==> src/rtl/feedback_pkg.sv <==
// Shared constants and helpers for feedback-loop blocks: saturation limits,
// a wide signed clamp and integrator width checks.
package feedback_pkg;

  localparam int CLAMP_W = 64;

  function automatic int max_i(input int a, input int b);
    return (a > b) ? a : b;
  endfunction

  // (2^(w-1)-1) << sh, i.e. the positive integrator limit for a w-bit DAC
  function automatic logic signed [CLAMP_W-1:0] sat_max(input int w, input int sh);
    logic signed [CLAMP_W-1:0] one;
    one = 64'sd1;
    return ((one <<< (w - 1)) - 64'sd1) <<< sh;
  endfunction

  function automatic logic signed [CLAMP_W-1:0] sclamp(
    input logic signed [CLAMP_W-1:0] x,
    input logic signed [CLAMP_W-1:0] lo,
    input logic signed [CLAMP_W-1:0] hi
  );
    if (x > hi) return hi;
    if (x < lo) return lo;
    return x;
  endfunction

  function automatic bit acc_width_ok(input int acc_w, input int dac_w, input int sh);
    return acc_w >= dac_w + sh + 1;
  endfunction

endpackage

==> src/rtl/pi_feedback_controller_sat_shift.sv <==
// Arithmetic right shift followed by signed saturation to OUT_W bits,
// with a flag raised whenever the value had to be clipped.
module sat_shift #(
  parameter int IN_W  = 49,
  parameter int OUT_W = 17,
  parameter int SHIFT = 0
) (
  input  logic signed [IN_W-1:0]  x_i,
  output logic signed [OUT_W-1:0] y_o,
  output logic                    clip_o
);

  localparam logic signed [IN_W-1:0] MAXV = {{(IN_W-OUT_W+1){1'b0}}, {(OUT_W-1){1'b1}}};
  localparam logic signed [IN_W-1:0] MINV = ~MAXV;

  logic signed [IN_W-1:0] y;

  always_comb begin
    y      = x_i >>> SHIFT;
    y_o    = OUT_W'(y);
    clip_o = 1'b0;
    if (y > MAXV) begin
      y_o    = OUT_W'(MAXV);
      clip_o = 1'b1;
    end else if (y < MINV) begin
      y_o    = OUT_W'(MINV);
      clip_o = 1'b1;
    end
  end

endmodule

==> src/rtl/pi_feedback_controller.sv <==
// Four-stage PI controller in the ADC->DAC loop: error, gain products,
// anti-windup integrator, then shift/saturate to the DAC word.
module pi_feedback_controller
  import feedback_pkg::*;
#(
  parameter int ADC_WIDTH  = 19,
  parameter int DAC_WIDTH  = 17,
  parameter int GAIN_WIDTH = 16,
  parameter int OUT_SHIFT  = 0,
  parameter int ACC_WIDTH  = 48
) (
  input  logic                         clk,
  input  logic                         resetn,
  input  logic                         adc_valid,
  input  logic signed [ADC_WIDTH-1:0]  adc_data,
  input  logic signed [ADC_WIDTH-1:0]  setpoint,
  input  logic signed [GAIN_WIDTH-1:0] kp,
  input  logic signed [GAIN_WIDTH-1:0] ki,
  input  logic                         integrate,
  input  logic                         hold_mode,
  output logic signed [DAC_WIDTH-1:0]  dac_data,
  output logic                         dac_valid,
  output logic                         sat_flag
);

  localparam int ERR_W = ADC_WIDTH + 1;
  localparam int PRD_W = ADC_WIDTH + GAIN_WIDTH + 1;
  localparam int SUM_W = max_i(ACC_WIDTH, PRD_W) + 1;
  localparam logic signed [CLAMP_W-1:0] IMAX = sat_max(DAC_WIDTH, OUT_SHIFT);
  localparam logic signed [CLAMP_W-1:0] IMIN = -IMAX - 64'sd1;

  logic [3:1]                  vld_q;
  logic signed [ERR_W-1:0]     err_q,  err_d;
  logic signed [PRD_W-1:0]     p2_q,   p2_d;
  logic signed [PRD_W-1:0]     i2_q,   i2_d;
  logic signed [PRD_W-1:0]     p3_q;
  logic signed [ACC_WIDTH-1:0] acc_q,  acc_d;
  logic signed [DAC_WIDTH-1:0] dac_q;
  logic                        dac_vld_q, sat_q;

  logic signed [SUM_W-1:0]     sum;
  logic signed [DAC_WIDTH-1:0] y_sat;
  logic                        y_clip, acc_at_lim;

  always_comb begin
    err_d = ERR_W'(adc_data) - ERR_W'(setpoint);
    p2_d  = PRD_W'(kp) * PRD_W'(err_q);
    i2_d  = PRD_W'(ki) * PRD_W'(err_q);

    // Mode inputs are levels seen at S3; a clear wins even with no sample in flight.
    acc_d = acc_q;
    if (vld_q[2] && integrate)
      acc_d = ACC_WIDTH'(sclamp(CLAMP_W'(acc_q) + CLAMP_W'(i2_q), IMIN, IMAX));
    else if (!integrate && !hold_mode)
      acc_d = '0;
  end

  assign sum        = SUM_W'(p3_q) + SUM_W'(acc_q);
  assign acc_at_lim = (CLAMP_W'(acc_q) == IMAX) || (CLAMP_W'(acc_q) == IMIN);

  sat_shift #(
    .IN_W  (SUM_W),
    .OUT_W (DAC_WIDTH),
    .SHIFT (OUT_SHIFT)
  ) u_sat (
    .x_i    (sum),
    .y_o    (y_sat),
    .clip_o (y_clip)
  );

  always_ff @(posedge clk or negedge resetn) begin
    if (!resetn) begin
      vld_q     <= '0;
      err_q     <= '0;
      p2_q      <= '0;
      i2_q      <= '0;
      p3_q      <= '0;
      acc_q     <= '0;
      dac_q     <= '0;
      dac_vld_q <= 1'b0;
      sat_q     <= 1'b0;
    end else begin
      vld_q     <= {vld_q[2:1], adc_valid};
      err_q     <= err_d;
      p2_q      <= p2_d;
      i2_q      <= i2_d;
      p3_q      <= p2_q;
      acc_q     <= acc_d;
      dac_vld_q <= vld_q[3];
      if (vld_q[3]) begin
        dac_q <= y_sat;
        sat_q <= y_clip | acc_at_lim;
      end
    end
  end

  assign dac_data  = dac_q;
  assign dac_valid = dac_vld_q;
  assign sat_flag  = sat_q;

endmodule

==> config.mk <==
export PLATFORM = sky130hd
export DESIGN_NAME = pi_feedback_controller
export DESIGN_NICKNAME = d
export VERILOG_FILES = /design/src/rtl/feedback_pkg.sv /design/src/rtl/pi_feedback_controller_sat_shift.sv /design/src/rtl/pi_feedback_controller.sv
export SDC_FILE = /design/constraint.sdc
export NUM_CORES = 2
export LEC_CHECK = 0
export BUFFER_PORTS_ARGS = -buffer_cell sky130_fd_sc_hd__buf_4
export CAP_MARGIN = 40
export CORE_UTILIZATION = 55
export DETAILED_ROUTE_END_ITERATION = 10
export PLACE_DENSITY = 0.84
export SLEW_MARGIN = 20
export SYNTH_ARGS = -nofsm -noshare
export SYNTH_HDL_FRONTEND = slang
export SYNTH_HIERARCHICAL = 1
export SYNTH_SLANG_ARGS = --single-unit
==> constraint.sdc <==
create_clock -name clk -period 15.9 [get_ports clk]
set_input_delay 3.18 -clock clk [delete_from_list [all_inputs] [get_ports clk]]
set_output_delay 3.18 -clock clk [all_outputs]
set_load 0.02 [all_outputs]
==> run metrics <==
final core utilization=0.5883; Inserted Clock Buffers=17; CTS Buffer Depth=2; Worst Setup End Kind=register; ranking of synthesized cells by area=fa_1 35%, dfrtp_1 14%, ha_1 10%; postcts setup bufs=0; Max-Cap Viols=0; drt via density=5.659; Yosys cell types=89; CTS root buffer=clkbuf_16; Die Height=~260 um; Final setup viols=0; total of warnings raised by yosys=6; required time worst endpoint=16.27 ns; worst-skew pair later-pin latency=0.50 ns; Die Wd=around 260 um; WL per Instance=around 18 um; core area=65750 sq um; Fin Setup TNS=0 ns; DRC=0; nets=4993; net count after synthesis=5009; Post-Syn Area=36580 sq um; first-pass GRT wire length=approximately 150000 um; DIE AREA=67550 sq um; FMAX=approximately 0.11 GHz; Post-synth EDFFs=0; final slew viol count=0; Worst slew margin=0.4657; Top cell by count, worst path=fa_1; gr usage total=0.2794; antenna diode count=0; Worst-Margin Slew=0.7910 ns; FFs w/ async S/R, synth=1.000; drt pass-1 iters=6; clk slew on worst S/H paths=0.09 ns; CP max stage cell=fa_1; CTS H-Tree Depth=4; Top FF cell, synth=dfrtp_1; largest net degree at the start of global routing=slightly below 90; period utilization=0.5582; Rows=94; Worst Hold Class=register to register; crit path launch type=input port; layout cell share with drive strength beyond 1=0.05979; Fin Clk Skew=0.01678 ns; synthesis-stage register bit count=around 200; sequential share of the synthesized area=0.1354; Buf/Inv on CP=4; total gr overflow=0; slowest stage delay, CP=roughly 0.53 ns; cell family with most CP delay=adder cells; GP Congestion=0.9691; cells along the critical path=buf_4, inv_1, nor2_1, fa_1, fa_1, fa_1, fa_1, fa_1, inv_1, fa_1, inv_1, ha_1, nand3_1, nor3_1, o21ai_0, a31oi_1, o21ai_0, a211oi_1, nor2_1, a21oi_1, a21o_1, a21oi_1, xnor2_1; cell type with the largest total area after synthesis=fa_1; final number of hold-violating endpoints=0; Antenna Nets Post-Route=0; via count of the first global-routing pass=roughly 29000; initial antenna violation count=0; IO Pins=94; Post-CTS Hold Fix Bufs=0; Starting Density=0.5564; crit path max fanout=14; most common cell after layout, fill and taps aside=inv_1; Sink Count=198; post-DP HPWL=72460 um; RSZ-0062 raised after global routing=no; Syn Inst Count=4000; commonest cells after routing, fill and taps aside=814 x inv_1, 639 x fa_1, 410 x nand2_1; placed cells=~4800; Syn Area/Cell=9.145 sq um; Vias=27506; # port buffers=93; CTS tree=yes; status=complete, no violations; Finished Cell Area=38680 sq um; Synth top area share=0.3497; drt total wl=89740 um; synthesis-to-layout area growth=5.743%; post-CTS sizing=0; final non-filler cell total=4861; initial drt markers=between 2000 and 2500; Area after DPL=38040 sq um; Setup Crit Path Kind=input port to register; Period minus WS final=8.875 ns; Worst EP arrival=about 9.3 ns
==> layer usage <==
metal | up-vias | GRT usage | routed length, um | share of wire
met5 | - | 0 | 0 | 0
met4 | 0 | 0.08889 | 2762 | 0.031
met3 | 172 | 0.06394 | 7828 | 0.087
met2 | 1123 | 0.4488 | 41710 | 0.46
met1 | 13728 | 0.3751 | 37440 | 0.42
li1 | 12483 | - | - | -
==> Yosys cell counts, types with 5 or more instances <==
cell	instances
or2_2	9
a2bb2oi_2	9
nand3_2	9
a21boi_0	10
o311ai_0	8
nand3b_1	7
fa_1	639
a21o_1	100
and2_1	297
o21bai_1	18
nor2b_1	27
o211ai_1	10
nor2_1	138
o21ai_0	90
xor2_1	56
o21a_1	18
buf_1	7
mux2_2	18
ha_1	295
a21oi_1	147
clkbuf_1	140
nand4_1	44
o31ai_1	7
nor3_1	29
nand2_1	410
dfrtp_1	198
nor4_1	27
o311ai_2	7
or3_1	22
a2bb2oi_1	24
xnor2_1	117
a31oi_1	21
a211oi_1	13
buf_6	5
nand2b_1	35
nand3_1	53
and3_1	18
inv_1	814
==> per-stage QoR <==
step	setup slack, ns	hold slack [ns]
floorplan	6.978	0.3312
detailed placement	6.573	0.3347
finish	7.025	0.3457
CTS	7.085	0.3487
global route	6.714	0.3581
global placement	6.625	0.3321
==> cell families after synthesis <==
logic type	synth area share
AOI/OAI and AO/OA	0.1038
xor gates and xnor gates	0.04187
adders and majority gates	0.4506
buffers and inverters	0.1010
DFF	0.1354
muxes	0.006636
and+or+nand+nor	0.1607
==> state kept, by name, indices dropped and copies added, names as in the netlist <==
register	cells
acc_q	48
dac_data	17
dac_valid	1
err_q	20
i2_q	36
p2_q	36
p3_q	36
sat_flag	1
vld_q	3
==> area by class of cell <==
type | count | area (sq um)
clock buffer | 17 | 425.4
timing repair buffer | 123 | 984.7
inverter | 814 | 3055
fill | 5385 | 27060
sequential | 198 | 4955
multi-input combinational | 2830 | 27970
clock inverter | 15 | 211.5
tap | 864 | 1081
==> final timing paths <==
kind                       slack, ns      start  cells past startpoint      endpoint
max in group asynchronous      12.38     resetn                      3     err_q[17]
min in group asynchronous       2.59     resetn                      1  dac_data[10]
min                             0.35   p2_q[12]                      0      p3_q[12]
max                             7.02     ki[15]                     23      i2_q[33]
min reg2reg                     0.35   p2_q[12]                      0      p3_q[12]
max reg2reg                     8.76  err_q[10]                     21      p2_q[32]
Power is left out: the tool's default activity adds up to more than one toggle a clock period on the data nets, which glitch-free logic cannot reach.
